<file path="config.mk">
export PLATFORM = sky130hd
export DESIGN_NAME = fwd_hazard_unit
export DESIGN_NICKNAME = d
export VERILOG_FILES = /design/src/rtl/fwd_hazard_pkg.sv /design/src/rtl/fwd_instr_decode.sv /design/src/rtl/fwd_hazard_unit.sv
export SDC_FILE = /design/constraint.sdc
export NUM_CORES = 1
export LEC_CHECK = 0
export BUFFER_PORTS_ARGS = -buffer_cell sky130_fd_sc_hd__buf_2
export CAP_MARGIN = 20
export CORE_MARGIN = 1.5
export CORE_UTILIZATION = 38
export CTS_CLUSTER_DIAMETER = 40
export DETAILED_ROUTE_END_ITERATION = 8
export PLACE_DENSITY = 0.79
export SYNTH_ARGS = -nofsm -noshare
export SYNTH_HDL_FRONTEND = slang
export SYNTH_SLANG_ARGS = --single-unit
export TNS_END_PERCENT = 100
</file>
<file path="constraint.sdc">
create_clock -name clk -period 1.5 [get_ports clk]
set_input_delay 0.075 -clock clk [delete_from_list [all_inputs] [get_ports clk]]
set_output_delay 0.075 -clock clk [all_outputs]
set_load 0.02 [all_outputs]
</file>
<file path="src/rtl/fwd_hazard_pkg.sv">
// Shared definitions for the forwarding / hazard unit.
//   - Opcode encodings of the 16-bit ID instruction.
//   - Bit positions of the opcode and register fields.
//   - Scoreboard entry type: one in-flight destination per pipeline slot.
// Build option: HAZ_R0_ZERO_EN (see fwd_instr_decode) makes r0 a hardwired zero.
package fwd_hazard_pkg;

  localparam logic [3:0] OP_R    = 4'd0;
  localparam logic [3:0] OP_ADDI = 4'd1;
  localparam logic [3:0] OP_SLTI = 4'd3;
  localparam logic [3:0] OP_LW   = 4'd4;
  localparam logic [3:0] OP_SW   = 4'd5;
  localparam logic [3:0] OP_BEQ  = 4'd6;

  // Instruction layout: [15:12] opcode, [11:9] rs, [8:6] rt, [5:3] rd, [2:0] spare.
  localparam int INSTR_W = 16;
  localparam int OPC_LSB = 12;
  localparam int OPC_W   = 4;
  localparam int RS_LSB  = 9;
  localparam int RT_LSB  = 6;
  localparam int RD_LSB  = 3;
  localparam int FIELD_W = 3;

  // Destination storage is sized for the widest supported register file
  // (REG_AW <= 8); narrower addresses are zero-extended on entry and compare.
  localparam int SB_DEST_W = 8;

  typedef struct packed {
    logic                 valid;
    logic [SB_DEST_W-1:0] dest;
    logic                 is_load;
  } sb_entry_t;

endpackage

</file>
<file path="src/rtl/fwd_instr_decode.sv">
// Combinational decode of the ID-stage instruction into the register
// operands the forwarding logic cares about.
//   instr                  : 16-bit ID instruction
//   src_a / src_b / src_sw : operand A, operand B and store-data register
//   a_used / b_used / sw_used : the opcode actually reads that operand
//   dest / dest_valid      : destination register and whether one is written
//   is_load                : instruction is a load (result arrives late)
// Build option: `define HAZ_R0_ZERO_EN to treat r0 as a hardwired zero --
// it is then never a source that needs forwarding and never a destination.
module fwd_instr_decode
  import fwd_hazard_pkg::*;
#(
  parameter int REG_AW = 3
) (
  input  logic [INSTR_W-1:0] instr,
  output logic [REG_AW-1:0]  src_a,
  output logic [REG_AW-1:0]  src_b,
  output logic [REG_AW-1:0]  src_sw,
  output logic               a_used,
  output logic               b_used,
  output logic               sw_used,
  output logic [REG_AW-1:0]  dest,
  output logic               dest_valid,
  output logic               is_load
);

  logic [OPC_W-1:0]  opcode;
  logic [REG_AW-1:0] rs;
  logic [REG_AW-1:0] rt;
  logic [REG_AW-1:0] rd;
  logic              unused_spare;

  // Register fields occupy the low bits of the address; wider register
  // files see them zero-extended.
  assign opcode       = instr[OPC_LSB +: OPC_W];
  assign rs           = REG_AW'(instr[RS_LSB +: FIELD_W]);
  assign rt           = REG_AW'(instr[RT_LSB +: FIELD_W]);
  assign rd           = REG_AW'(instr[RD_LSB +: FIELD_W]);
  assign unused_spare = ^instr[RD_LSB-1:0];

  always_comb begin
    // NOTE: every output gets a default before the case so that opcodes
    // which do not touch a signal cannot infer a latch.
    src_a      = rs;
    src_b      = rt;
    src_sw     = rt;
    a_used     = 1'b0;
    b_used     = 1'b0;
    sw_used    = 1'b0;
    dest       = '0;
    dest_valid = 1'b0;
    is_load    = 1'b0;

    case (opcode)
      OP_R: begin
        a_used     = 1'b1;
        b_used     = 1'b1;
        dest       = rd;
        dest_valid = 1'b1;
      end
      OP_ADDI, OP_SLTI: begin
        b_used     = 1'b1;
        dest       = rs;
        dest_valid = 1'b1;
      end
      OP_LW: begin
        a_used     = 1'b1;
        dest       = rt;
        dest_valid = 1'b1;
        is_load    = 1'b1;
      end
      OP_SW: begin
        a_used  = 1'b1;
        sw_used = 1'b1;
      end
      OP_BEQ: begin
        a_used = 1'b1;
        b_used = 1'b1;
      end
      default: ;
    endcase

`ifdef HAZ_R0_ZERO_EN
    if (src_a == '0)  a_used     = 1'b0;
    if (src_b == '0)  b_used     = 1'b0;
    if (src_sw == '0) sw_used    = 1'b0;
    if (dest == '0)   dest_valid = 1'b0;
`else
`endif
  end

endmodule

</file>
<file path="src/rtl/fwd_hazard_unit.sv">
// Forwarding and load-use hazard unit beside the ID/EX boundary.
// Tracks FWD_DEPTH in-flight destinations (slot 1 = EX output, slot
// FWD_DEPTH = oldest) and registers, for the instruction entering EX, which
// slot result each operand should be taken from (0 = register file).
//   clk, rst       : clock, synchronous active-high reset
//   id_valid       : ID instruction valid
//   id_instr       : ID instruction
//   flush_i        : branch taken, kill the ID instruction
//   stage_res_i    : slot k result at [k*DATA_W-1 -: DATA_W]
//   fwd_sel_a/b/sw : registered forwarding selects
//   fwd_*_data     : selected slot result (0 when select is 0)
//   stall_o        : load-use stall, hold PC/IF/ID and bubble EX
// Build option: `define HAZ_R0_ZERO_EN for a hardwired-zero r0.
module fwd_hazard_unit
  import fwd_hazard_pkg::*;
#(
  parameter int DATA_W    = 16,
  parameter int REG_AW    = 3,
  parameter int FWD_DEPTH = 2,
  parameter int SEL_W     = $clog2(FWD_DEPTH + 1)
) (
  input  logic                        clk,
  input  logic                        rst,
  input  logic                        id_valid,
  input  logic [INSTR_W-1:0]          id_instr,
  input  logic                        flush_i,
  input  logic [FWD_DEPTH*DATA_W-1:0] stage_res_i,
  output logic [SEL_W-1:0]            fwd_sel_a,
  output logic [SEL_W-1:0]            fwd_sel_b,
  output logic [SEL_W-1:0]            fwd_sel_sw,
  output logic [DATA_W-1:0]           fwd_a_data,
  output logic [DATA_W-1:0]           fwd_b_data,
  output logic [DATA_W-1:0]           fwd_sw_data,
  output logic                        stall_o
);

  // A store whose data register is produced by a load just ahead of it does
  // not stall: the data is only needed one stage later, when the load sits
  // in slot 2. With a single tracked slot there is no slot 2, so that case
  // stalls like any other load-use.
  localparam bit SW_DEFER = (FWD_DEPTH >= 2);

  logic [REG_AW-1:0] src_a, src_b, src_sw, dest;
  logic              a_used, b_used, sw_used, dest_valid, is_load;

  sb_entry_t         sb [FWD_DEPTH];
  sb_entry_t         new_entry;
  logic [SEL_W-1:0]  match_a, match_b, match_sw;
  logic [SEL_W-1:0]  next_sel_a, next_sel_b, next_sel_sw;
  logic              hit_a, hit_b, hit_sw;
  logic              issue;

  fwd_instr_decode #(
    .REG_AW (REG_AW)
  ) u_decode (
    .instr      (id_instr),
    .src_a      (src_a),
    .src_b      (src_b),
    .src_sw     (src_sw),
    .a_used     (a_used),
    .b_used     (b_used),
    .sw_used    (sw_used),
    .dest       (dest),
    .dest_valid (dest_valid),
    .is_load    (is_load)
  );

  // Youngest match wins: scan oldest to youngest so the last hit is the
  // smallest slot number.
  always_comb begin
    match_a  = '0;
    match_b  = '0;
    match_sw = '0;
    for (int k = FWD_DEPTH - 1; k >= 0; k--) begin
      if (sb[k].valid && sb[k].dest == SB_DEST_W'(src_a))  match_a  = SEL_W'(k + 1);
      if (sb[k].valid && sb[k].dest == SB_DEST_W'(src_b))  match_b  = SEL_W'(k + 1);
      if (sb[k].valid && sb[k].dest == SB_DEST_W'(src_sw)) match_sw = SEL_W'(k + 1);
    end
  end

  // Load-use against the instruction currently in EX (slot 1).
  always_comb begin
    hit_a  = a_used  && sb[0].dest == SB_DEST_W'(src_a);
    hit_b  = b_used  && sb[0].dest == SB_DEST_W'(src_b);
    hit_sw = sw_used && sb[0].dest == SB_DEST_W'(src_sw) && !SW_DEFER;
    stall_o = id_valid && !flush_i && sb[0].valid && sb[0].is_load
              && (hit_a || hit_b || hit_sw);
  end

  // Only an instruction that really advances into EX carries selects; a
  // stall or flush bubble presents all-zero selects.
  assign issue = id_valid && !stall_o && !flush_i;

  always_comb begin
    next_sel_a  = (issue && a_used) ? match_a : '0;
    next_sel_b  = (issue && b_used) ? match_b : '0;
    next_sel_sw = '0;
    if (issue && sw_used) begin
      if (SW_DEFER && match_sw == SEL_W'(1) && sb[0].is_load) next_sel_sw = SEL_W'(2);
      else                                                    next_sel_sw = match_sw;
    end

    new_entry.valid   = issue && dest_valid;
    new_entry.dest    = SB_DEST_W'(dest);
    new_entry.is_load = is_load;
  end

  always_ff @(posedge clk) begin
    if (rst) begin
      // NOTE: the scoreboard is a handful of flops whose valid bits drive
      // forwarding and stalls, so every slot is cleared on reset rather than
      // left to be flushed out by bubbles.
      for (int k = 0; k < FWD_DEPTH; k++) sb[k] <= '0;
      fwd_sel_a  <= '0;
      fwd_sel_b  <= '0;
      fwd_sel_sw <= '0;
    end else begin
      // NOTE: non-blocking assignments let the shift read every slot's old
      // value in the same edge, independent of statement order.
      sb[0] <= new_entry;
      for (int k = 1; k < FWD_DEPTH; k++) sb[k] <= sb[k-1];
      fwd_sel_a  <= next_sel_a;
      fwd_sel_b  <= next_sel_b;
      fwd_sel_sw <= next_sel_sw;
    end
  end

  // Data mux over the live stage results using the registered selects.
  always_comb begin
    fwd_a_data  = '0;
    fwd_b_data  = '0;
    fwd_sw_data = '0;
    for (int k = 0; k < FWD_DEPTH; k++) begin
      if (fwd_sel_a  == SEL_W'(k + 1)) fwd_a_data  = stage_res_i[k*DATA_W +: DATA_W];
      if (fwd_sel_b  == SEL_W'(k + 1)) fwd_b_data  = stage_res_i[k*DATA_W +: DATA_W];
      if (fwd_sel_sw == SEL_W'(k + 1)) fwd_sw_data = stage_res_i[k*DATA_W +: DATA_W];
    end
  end

endmodule
</file>
* Word-level counts from Yosys, hierarchy flattened
Memory sizes are Yosys's and may differ from the RTL's.
Cells that the tools add are included.
** Word-level totals
- RAM bits :: 20
- Logic and storage cells :: 79
- Register bits :: 6
- Latch bits :: 0
- Output and inout bits :: 55
- ROM bits :: 0
- Memories :: 1
** Operators by class
- Bitwise logic cells :: 5
- Add/subtract/negate cells :: 0
- Order comparisons :: 0
- Eq/ne operators :: 16
- Multiply operators :: 0
- Div/mod/pow operators :: 0
- Muxes and demuxes :: 22
- Reduce and logical (&&, ||, !) cells :: 30
- Shift-type cells :: 0
** Memory list
- sb :: depth 2, width 10, rd ports 2, clocked after Yosys merged registers in 0, wr ports 2, line fwd_hazard_unit.sv:46 : sb_entry_t sb [FWD_DEPTH];
** Operators by type and width (count)
- two-way mux 16 bit :: 6
- == test 8 x 3 -> 1 bit :: 4
- two-way mux 10 bit :: 2
- logical AND 1 bit :: 17
- == test 4 x 3 -> 1 bit, second input constant :: 3
- OR reduction 4 bit :: 3
- two-way mux 1 bit :: 9
- one-hot mux 3 bit (3 select lines) :: 1
- == test 2 x 1 -> 1 bit, second input constant :: 4
- two-way mux 2 bit :: 4
- OR reduction 2 bit :: 4
- == test 2 bit, second input constant :: 3
- OR reduction 3 bit :: 2
- == test 4 x 1 -> 1 bit, second input constant :: 1
- == test 4 x 2 -> 1 bit, second input constant :: 1
- zero test 4 bit :: 1
- NOT 1 bit :: 3
- zero test 1 bit :: 2
- OR 1 bit :: 2
- logical OR 1 bit :: 1

* Depth between registers and ports, before layout
Gate-level depths: netlist of the first run.
- Depth after elaboration :: 12
- Mapped depth :: 6
- Mapped depth without buffers :: 5

* Hierarchy
Synthesis of the first run repeated with hierarchy kept, for this count alone.
** Second synthesis, totals
- Cells, all modules :: 161
- Area, all modules :: 1457.6 µm²
** Modules (own cells, without submodules)
- fwd_hazard_unit :: cells an instance 130, area an instance 1236.2 µm², sequential area each 300.3 µm², instances 1
- fwd_instr_decode :: cells an instance 31, area an instance 221.5 µm², sequential area each 0.0 µm², instances 1

* Worst setup path after synthesis of the first run
No wires, ideal clock.
- Kind :: reg2out
- Start :: reg fwd_sel_a[0]
- End :: out fwd_a_data[10]
- Setup slack :: 0.045 ns
- Cell stages (with the launch flop) :: 5
- Buffers on the path :: 2
- Arrival time :: 1.380 ns
- Data required time :: 1.425 ns
- Cells stage by stage :: dfxtp_1 > nor2b_1 > clkbuf_1 > clkbuf_1 > a22o_1
** Between the ends
- Word-level cells in the longest chain between the ends :: 3
** RTL lines
- from (decl) :: line fwd_hazard_unit.sv:28 : output logic [SEL_W-1:0] fwd_sel_a,
- from (signal assigned) :: line fwd_hazard_unit.sv:122 : fwd_sel_a <= next_sel_a;
- == test 2 x 1 -> 1 bit :: line fwd_hazard_unit.sv:134 : if (fwd_sel_a == SEL_W'(k + 1)) fwd_a_data = stage_res_i[k*DATA_W +: DATA_W];
- two-way mux 16 bit :: line fwd_hazard_unit.sv:134
- two-way mux 16 bit * :: line fwd_hazard_unit.sv:134
- to (decl) :: line fwd_hazard_unit.sv:31 : output logic [DATA_W-1:0] fwd_a_data,
Every way passes the cells marked *; elsewhere a longest branch is shown, timed or not.

==> impl_metrics.py, run 1 <==
metrics = {
    "synth": {
        "synth_cell_types": 29,
        "synth.cell_area_um2": 1270,
        "synth_top_family_by_area": "compound AO/OA/AOI/OAI gates",
        "ys_ff_latch": 15,
        "yosys.area_share.simple_pct": 21.2,
        "synth_area_leaders": "a22o_1 33%, dfxtp_1 24%, xor2_1 6.2%, nor2b_1 5.9%, clkbuf_1 3.3%",
        "synth_fp_nets": 196,
        "synth_seq_area_share_pct": 23.7,
        "synthXorXnorAreaFrac_pct": 8.30,
        "syn_inst": 144,
        "synth.area.mux_share_pct": 3.75,
        "syn_avg_cell_area_um2": 8.79,
        "synth_compound_area_share_pct": 38.1,
        "synthAdderAreaFrac_pct": 0,
        "synth.top_cell.area_share_pct": 33.2,
        "yosys.area.top_type": "a22o_1",
        "yosys_warnings": 0,
    },
    "global_route": {
        "use_met1_pct": 20.6,
        "top_usage_layer": "met2",
        "gr-total-overflow": 0,
        "grt_pass1_vias": 1367,
        "use_met3_pct": 3.62,
        "grt_pass1_wl_um": 5720,
        "grt_max_degree": 17,
        "grt_antenna_before_repair": 0,
        "grt.met2_usage_pct": 40.7,
        "grt_usage_pct": 19.9,
    },
    "timing": {
        "slew-limit-headroom_pct": 72.9,
        "setup_violations": 0,
        "tightest_slew_ps": 401,
        "final_max_slew_viol_count": 0,
        "period_share_pct": 98.6,
        "clock_skew_ps": 3.22,
        "setup-tns-final_ps": 0,
        "hold_viol_final": 0,
        "fmax_ghz": 0.676,
        "rsz0062_at_grt": "true",
        "setup_ws_ps": 20.8,
        "fin_hold_ws_ps": 58.5,
        "final.min_clock_period_ps": 1480,
    },
    "worst_setup_path": {
        "setup.worst_path.class": "flop to primary output",
        "slowest_delay_ps": 340,
        "critPathLaunchType": "flop",
        "path_cells": "xor2_1 > nor3_2 > nand2b_2 > a21oi_4 > buf_6",
        "arrival_ps": 1400,
        "cp_slowest_cell": "dfxtp_2",
        "crit_fanout": 3,
        "worstPathRequired_ps": 1420,
        "end_kind": "primary output",
    },
    "pwr": {
        "irDropWorstVdd_uv": 511,
        "p_leak_nw": 1.05,
        "p_total_mw": 0.811,
        "p_per_area_nw_per_um2": 401,
    },
    "finish": {
        "final_area_um2": 2020,
        "antennaDiodeCount": 0,
        "final_util_pct": 65.1,
        "nets": 305,
        "syn2layout_area_growth_pct": 59.5,
        "stdcell_count": 296,
        "drive_gt1_share_pct": 56.3,
    },
    "place": {
        "dp_cells": 288,
        "gp_congestion": 0.843,
        "placed_area_um2": 1860,
        "io_buffers": 103,
        "dp_slack_ps": -193,
        "hpwl_um": 3340,
    },
    "clock_tree": {
        "cts_inserted_buffers": 3,
        "cts_tree": "done",
        "cts.path.max_buffers": 2,
        "clock_latency_ps": 280,
        "clock-root-buffer": "clkbuf_4",
        "cts_sinks": 15,
        "cts_max_level": 1,
        "cts.clk_slew.worst_paths_ps": 90,
    },
    "detailed_routing": {
        "avgRoutedWirePerCell_um": 14.1,
        "wl_um": 4190,
        "first_pass_iters": 4,
        "remaining_drc_errors": 0,
        "via_count": 1595,
        "drtAntennaViolNets": 0,
        "drt_iter0_markers": 63,
        "viasPerCell": 5.39,
    },
    "floorplanning": {
        "die_area_um2": 3690,
        "core_area_um2": 3100,
        "rows": 20,
        "die_h_um": 60.7,
        "start_util_pct": 40.8,
        "ios": 107,
        "die_x_um": 60.7,
    },
    "status": {
        "status": "completed",
    },
    "hold_path": {
        "hold_path.class": "primary input to flop",
    },
    "job": {
        "drv_cap": 0,
    },
}
Yosys cell counts:
library cell  instances
a2111o_1              1
a211oi_1              1
a21oi_1               1
a21oi_4               1
a22o_1               48
a22oi_1               3
and2b_2               1
buf_1                 1
buf_2                 1
buf_6                 1
clkbuf_1             11
dfxtp_1              15
mux2_2                3
mux2i_2               1
nand2_1               1
nand2b_1              2
nand2b_2              1
nand3_1               3
nand3b_4              1
nand4_1               3
nor2_1                9
nor2b_1              12
nor2b_2               1
nor3_1                3
nor3b_1               2
nor4_1                4
nor4b_1               1
xnor2_1               3
xor2_1                9
per-layer routing:
metal,vias up,part of all wire (%)
li1,774,-
met1,747,38
met2,70,54
met3,4,6.5
met4,0,0.96
met5,-,0
kinds of logic after synthesis:
| group | after synthesis |
|---|---|
| AOI/OAI and AO/OA | 55 |
| xor gates and xnor gates | 12 |
| buffers and inverters | 14 |
| DFF | 15 |
| muxes | 4 |
| and+or+nand+nor | 44 |
worst max-delay path: cells and delay by family, from the launching register on:
family,cells,cell delay [ps]
DFF,1,340
buffers and inverters,1,140
and+or+nand+nor,2,340
xor gates and xnor gates,1,140
AOI/OAI and AO/OA,1,160
worst paths after layout:
| check | to | slack, ps | startpoint | cells past startpoint |
|---|---|---|---|---|
| setup / recovery | stall_o | 20 | sb[0][2] | 5 |
| hold / removal | sb[0][13] | 60 | rst | 2 |
| setup reg to reg | fwd_sel_b[0] | 100 | sb[0][1] | 6 |
| hold reg to reg | fwd_sel_a[1] | 470 | sb[0][19] | 2 |
layout make-up:
cell class	count	area, um2
timing repair buffer	118	663
multi-input combinational	115	971
sequential	15	304
tap	44	55.1
fill	270	1080
clock buffer	4	26.3
flip-flops by register name (all words and copies together) (netlist names):
signal,cells
sb,9
fwd_sel_sw,2
fwd_sel_a,2
fwd_sel_b,2
cells in the final DEF (no fill, tap or decap), types with 2 or more instances in the layout:
master    count
a22o_1       48
a22oi_1       3
buf_2       100
buf_4        13
buf_6         4
clkbuf_4      3
dfxtp_1      12
dfxtp_2       3
mux2_2        3
nand2b_1      2
nand3_1       3
nand4_1       3
nor2_1        8
nor2b_1       7
nor2b_2       2
nor2b_4       4
nor3_1        2
nor3b_1       2
nor4_1        4
xnor2_1       2
xor2_1        8
power breakdown:
part	internal [mW]	total (mW)	switching, mW	leakage [nW]
clock network	0.103	0.225	0.122	0.0150
registers	0.401	0.404	0.00287	0.122
logic	0.0856	0.181	0.0957	0.916
timing repair:
| item | 4_1_cts | 5_1_grt |
|---|---|---|
| gates resized for setup | 12 | 14 |
| hold buffers | 0 | 0 |
| setup endpoints to repair | 33 | 33 |
| pin swaps | 2 | 4 |
| cloned | 1 | 0 |
| setup buffers | 2 | 1 |
Note: power is estimated with default switching activity, not from simulation.
==> run 2: changes to the inputs <==
--- a/config.mk
+++ b/config.mk
@@ -8,10 +8,10 @@
 export BUFFER_PORTS_ARGS = -buffer_cell sky130_fd_sc_hd__buf_2
 export CAP_MARGIN = 20
 export CORE_MARGIN = 1.5
-export CORE_UTILIZATION = 38
+export CORE_UTILIZATION = 35
 export CTS_CLUSTER_DIAMETER = 40
 export DETAILED_ROUTE_END_ITERATION = 8
-export PLACE_DENSITY = 0.79
+export PLACE_DENSITY = 0.76
 export SYNTH_ARGS = -nofsm -noshare
 export SYNTH_HDL_FRONTEND = slang
 export SYNTH_SLANG_ARGS = --single-unit
==> constraint.sdc (replaced) <==
create_clock -name clk -period 1.2 [get_ports clk]
set_input_delay 0.06 -clock clk [delete_from_list [all_inputs] [get_ports clk]]
set_output_delay 0.06 -clock clk [all_outputs]
set_load 0.02 [all_outputs]
==> run 2 against run 1 <==
  * The flow now finishes with violations (negative setup slack)
  * Final cell count grew 6.1%
  * Sequential power grew 25%
  * Critical path depth up 1
  * Sequential cell count is the same
  * Final area is 41% higher
  * Critical path type is now flop to flop
  * Largest power group unchanged
==> impl_metrics.py, run 2 (synthesis gave the netlist of run 1 again) <==
metrics = {
    "timing": {
        "tightest_slew_ps": 370,
        "period_share_pct": 124,
        "setup_violations": 55,
        "final_max_slew_viol_count": 0,
        "hold_viol_final": 0,
        "fmax_ghz": 0.674,
        "clock_skew_ps": 2.97,
        "setup-tns-final_ps": -10530,
        "final.min_clock_period_ps": 1480,
        "setup_ws_ps": -283,
        "slew-limit-headroom_pct": 75.0,
        "rsz0062_at_grt": "true",
    },
    "worst_setup_path": {
        "reg2reg_depth": 6,
        "crit_fanout": 3,
        "setup.worst_path.class": "flop to flop",
        "reg2reg_to": "fwd_sel_b[1]",
        "arrival_ps": 1680,
        "reg2reg_slack_ps": -280,
        "timing.rr.start": "sb[0][2]",
        "end_kind": "flop",
        "setup.worst_path.end": "fwd_sel_b[1]",
        "critPathLaunchType": "flop",
        "worstSetupStartpoint": "sb[0][2]",
        "worstPathRequired_ps": 1390,
    },
    "global_route": {
        "gr-total-overflow": 0,
        "grt_usage_pct": 31.3,
        "grt_pass1_wl_um": 9640,
        "grt_max_degree": 17,
        "grt_pass1_vias": 1799,
        "grt_antenna_before_repair": 1,
    },
    "detailed_routing": {
        "via_count": 1855,
        "wl_um": 6950,
        "drt_iter0_markers": 134,
        "first_pass_iters": 4,
        "drtAntennaViolNets": 0,
        "remaining_drc_errors": 0,
        "viasPerCell": 5.91,
        "avgRoutedWirePerCell_um": 22.1,
    },
    "clock_tree": {
        "cts_sinks": 15,
        "cts_tree": "done",
        "cts.clk_slew.worst_paths_ps": 90,
        "clock-root-buffer": "clkbuf_4",
        "cts_hold_buf": 0,
        "cts_max_level": 1,
        "cts_inserted_buffers": 3,
        "clock_latency_ps": 300,
        "cts.path.max_buffers": 2,
    },
    "pwr": {
        "swShare_pct": 31.4,
        "irDropWorstVdd_uv": 447,
        "p_per_area_nw_per_um2": 384,
        "p_leak_nw": 1.39,
        "p_seq_share_pct": 46.2,
        "comb_power_share_pct": 26.1,
        "clkPwrFrac_pct": 27.7,
        "power.switching_mw": 0.343,
        "p_int_mw": 0.749,
    },
    "finish": {
        "largest_register": "sb",
        "largest_register_ffs": 9,
        "final_cell_mix": "55 x buf_6, 53 x buf_2, 30 x a22o_4",
        "filler_cell_count": 187,
        "drive_gt1_share_pct": 74.2,
        "final_common_cell": "buf_6",
        "syn2layout_area_growth_pct": 125,
        "nets": 320,
    },
    "place": {
        "gp_congestion": 0.756,
        "dp_slack_ps": -112,
        "hpwl_um": 3580,
        "io_buffers": 103,
    },
    "floorplanning": {
        "die_x_um": 63.1,
        "start_util_pct": 37.1,
        "ios": 107,
        "die_h_um": 63.1,
        "die_area_um2": 3990,
        "rows": 21,
        "core_area_um2": 3420,
    },
    "hold_path": {
        "hold_path.class": "primary input to flop",
        "min_from": "rst",
        "holdPathStages": 2,
    },
    "job": {
        "drv_cap": 0,
    },
    "status": {
        "status": "finished with violations",
        "violations": "negative setup slack",
    },
}
-- run 2: cell types whose count changed in the layout (fill, tap and decap cells not counted), sizes merged --
cell	before	now
buf	118	131
clkbuf	4	5
clkinv	0	1
diode	0	1
-- run 2: area by class of cell --
type	count	area (um2)	area share, %
timing repair buffer	133	1200	42.1
sequential	15	312	11.0
clock buffer	3	22.5	0.792
clock inverter	1	5.00	0.176
antenna	1	2.50	0.0880
multi-input combinational	115	1250	43.9
tap	46	57.6	2.02
-- run 2: power groups by stage --
stage | clock (mW) | combinational, mW | sequential, mW
CTS | 0.309 | 0.261 | 0.505
detailed placement | 0 | 0.257 | 0.516
floorplan | 0 | 0.0872 | 0.516
global route | 0.326 | 0.306 | 0.506
global placement | 0 | 0.251 | 0.516
finish | 0.302 | 0.285 | 0.505
-- run 2: what timing repair did --
item,in CTS,in global routing
hold endpoints to repair,0,0
pin swaps,26,19
resized for setup,116,20
cloned,5,1
endpoints found under the setup margin,55,56
buffers inserted,7,3
-- run 2: stage by stage --
stage | cell area [um2] | hold WS [ps] | total power, mW | cells | utilization (%)
finish | 2840 | 22.6 | 1.09 | 314 | 83.3
CTS | 2720 | 12.0 | 1.08 | 309 | 79.6
global route | 2840 | 34.5 | 1.14 | 314 | 83.3
global placement | 2210 | 336 | 0.767 | 294 | 64.8
detailed placement | 2210 | 331 | 0.774 | 294 | 64.8
floorplan | 1610 | 132 | 0.603 | 144 | -
-- run 2: worst min path at each step --
stage                            to  slack [ps]
after floorplan           sb[0][11]         130
after global placement    sb[0][11]         340
after detailed placement  sb[0][13]         330
after CTS                 sb[0][13]          10
after global routing      sb[0][13]          30
final                     sb[0][13]          20
-- run 2: per-layer routing --
layer	part of all wire (%)	wire length (um)	vias up	global-route usage (%)
li1	-	-	815	-
met3	7.9	547	43	5.71
met4	7.4	512	0	21.1
met5	0	0	-	0
met2	50	3500	141	56.3
met1	34	2390	856	32.9
-- run 2: worst max-delay path, cell delays in order, from the launching register on --
cell and delay (ps):
dfxtp_2 380, xor2_2 150, nor2_2 80, buf_4 140, nand3_1 120, nand4_1 160, nor4_2 340
==> run 3: changes to the inputs <==
--- a/config.mk
+++ b/config.mk
@@ -12,6 +12,7 @@
 export CTS_CLUSTER_DIAMETER = 40
 export DETAILED_ROUTE_END_ITERATION = 8
 export PLACE_DENSITY = 0.76
+export REMOVE_ABC_BUFFERS = 1
 export SYNTH_ARGS = -nofsm -noshare
 export SYNTH_HDL_FRONTEND = slang
 export SYNTH_SLANG_ARGS = --single-unit
==> run 3 against run 2 <==
  * The flow still finishes with violations (negative setup slack)
  * Routed wire length down 14%
  * Sequential power barely moved
  * Core utilization down 6.0 points
  * Clock power is 3% lower
  * Clock skew grew 2.0 ps
  * First-iteration DRC count rose by 56%
  * Die area is the same
  * Non-clock buffer count rose by 8
  * Clock-buffer cell count is 1 higher
  * Final area down 7.2%
  * Register-to-register slack better by 80 ps
  * Maximum frequency grew 0.44%
  * Critical endpoint is now stall_o
==> impl_metrics.py, run 3 (synthesis gave the netlist of run 1 again) <==
metrics = {
    "finish": {
        "stdcell_count": 321,
        "antennaDiodeCount": 0,
        "final_area_um2": 2640,
        "final_cell_mix": "64 x buf_6, 54 x buf_2, 46 x a22o_1",
        "largest_register": "sb",
        "syn2layout_area_growth_pct": 108,
        "drive_gt1_share_pct": 63.6,
        "nets": 328,
        "largest_register_ffs": 9,
        "final_common_cell": "buf_6",
    },
    "hold_path": {
        "hold_path.class": "primary input to flop",
    },
    "clock_tree": {
        "cts.clk_slew.worst_paths_ps": 90,
        "cts_max_level": 1,
        "cts_sinks": 15,
        "cts_hold_buf": 0,
        "cts_tree": "done",
        "cts.path.max_buffers": 2,
        "cts_inserted_buffers": 3,
        "clock-root-buffer": "clkbuf_4",
        "clock_latency_ps": 280,
    },
    "timing": {
        "final_max_slew_viol_count": 0,
        "fmax_ghz": 0.677,
        "setup_ws_ps": -277,
        "setup_violations": 55,
        "final.min_clock_period_ps": 1480,
        "hold_viol_final": 0,
        "slew-limit-headroom_pct": 74.6,
        "tightest_slew_ps": 379,
        "setup-tns-final_ps": -11190,
        "rsz0062_at_grt": "true",
        "period_share_pct": 123,
        "clock_skew_ps": 5.01,
    },
    "global_route": {
        "gr-total-overflow": 0,
        "grt_usage_pct": 25.8,
        "grt_pass1_vias": 1723,
        "grt_max_degree": 17,
        "grt_antenna_before_repair": 0,
        "grt_pass1_wl_um": 8310,
    },
    "place": {
        "dp_cells": 301,
        "gp_congestion": 0.798,
        "io_buffers": 103,
        "placed_area_um2": 1940,
        "hpwl_um": 3310,
        "dp_slack_ps": -458,
    },
    "worst_setup_path": {
        "arrival_ps": 1420,
        "end_kind": "primary output",
        "setup.worst_path.class": "flop to primary output",
        "critPathLaunchType": "flop",
        "worstPathRequired_ps": 1140,
        "crit_fanout": 3,
    },
    "pwr": {
        "irDropWorstVdd_uv": 473,
        "swShare_pct": 28.9,
        "clkPwrFrac_pct": 27.3,
        "power.switching_mw": 0.310,
        "comb_power_share_pct": 25.9,
        "p_int_mw": 0.764,
        "p_seq_share_pct": 46.9,
        "p_per_area_nw_per_um2": 407,
        "p_leak_nw": 1.23,
    },
    "detailed_routing": {
        "first_pass_iters": 4,
        "wl_um": 6010,
        "drtAntennaViolNets": 0,
        "drt_iter0_markers": 209,
        "via_count": 1856,
        "viasPerCell": 5.78,
        "remaining_drc_errors": 0,
        "avgRoutedWirePerCell_um": 18.7,
    },
    "floorplanning": {
        "die_area_um2": 3990,
        "die_x_um": 63.1,
        "die_h_um": 63.1,
        "start_util_pct": 37.1,
        "rows": 21,
        "core_area_um2": 3420,
        "ios": 107,
    },
    "status": {
        "status": "finished with violations",
        "violations": "negative setup slack",
    },
    "job": {
        "drv_cap": 0,
    },
}
-- run 3: final timing paths --
kind / slack [ps] / cells after the start / endpoint / startpoint
max: -280 / 5 / stall_o / sb[0][1]
min: 30 / 2 / sb[0][13] / rst
max reg2reg: -200 / 7 / fwd_sel_b[1] / sb[0][1]
min reg2reg: 460 / 2 / fwd_sel_a[1] / sb[0][19]
-- run 3: metal layers --
metal / track usage (%) / vias up / wire [um]
met5: 0 / - / 0
met4: 8.06 / 0 / 213
met3: 5.54 / 28 / 514
met2: 50.4 / 132 / 3000
met1: 27.1 / 869 / 2280
li1: - / 827 / -
-- run 3: critical path, stage by stage, from the launching register on --
cell,delay (ps)
dfxtp_2,350
xor2_1,150
nor3_2,250
nand2b_2,100
a21oi_4,150
buf_6,140
-- run 3: power groups by stage --
stage	clock, mW	sequential, mW	combinational [mW]
floorplan	0	0.516	0.0730
global placement	0	0.516	0.242
detailed placement	0	0.516	0.244
CTS	0.295	0.503	0.257
global route	0.320	0.504	0.297
finish	0.293	0.503	0.278
-- run 3: final cells by class --
type                    count  area [um2]
multi-input cells         115        1020
flip-flops and latches     15         312
well taps                  46        57.6
clock buffers               4        26.3
fillers                   211         777
repair buffers            141        1220
-- run 3: through the flow --
| step | hold WS (ps) | util, % | total power [mW] |
|---|---|---|---|
| 4_1_cts | 27.1 | 74.2 | 1.05 |
| 3_5_place_dp | 333 | 56.9 | 0.761 |
| 6_report | 32.7 | 77.3 | 1.07 |
| 3_3_place_gp | 336 | 56.9 | 0.758 |
| 2_1_floorplan | 132 | - | 0.589 |
| 5_1_grt | 50.8 | 77.3 | 1.12 |
-- run 3: what timing repair did --
action / 4_1_cts / 5_1_grt
resized for setup: 134 / 14
pin swaps: 8 / 17
setup buffers: 10 / 3
endpoints found under the hold margin: 0 / 0
cloned: 3 / 1
setup endpoints to repair: 56 / 56
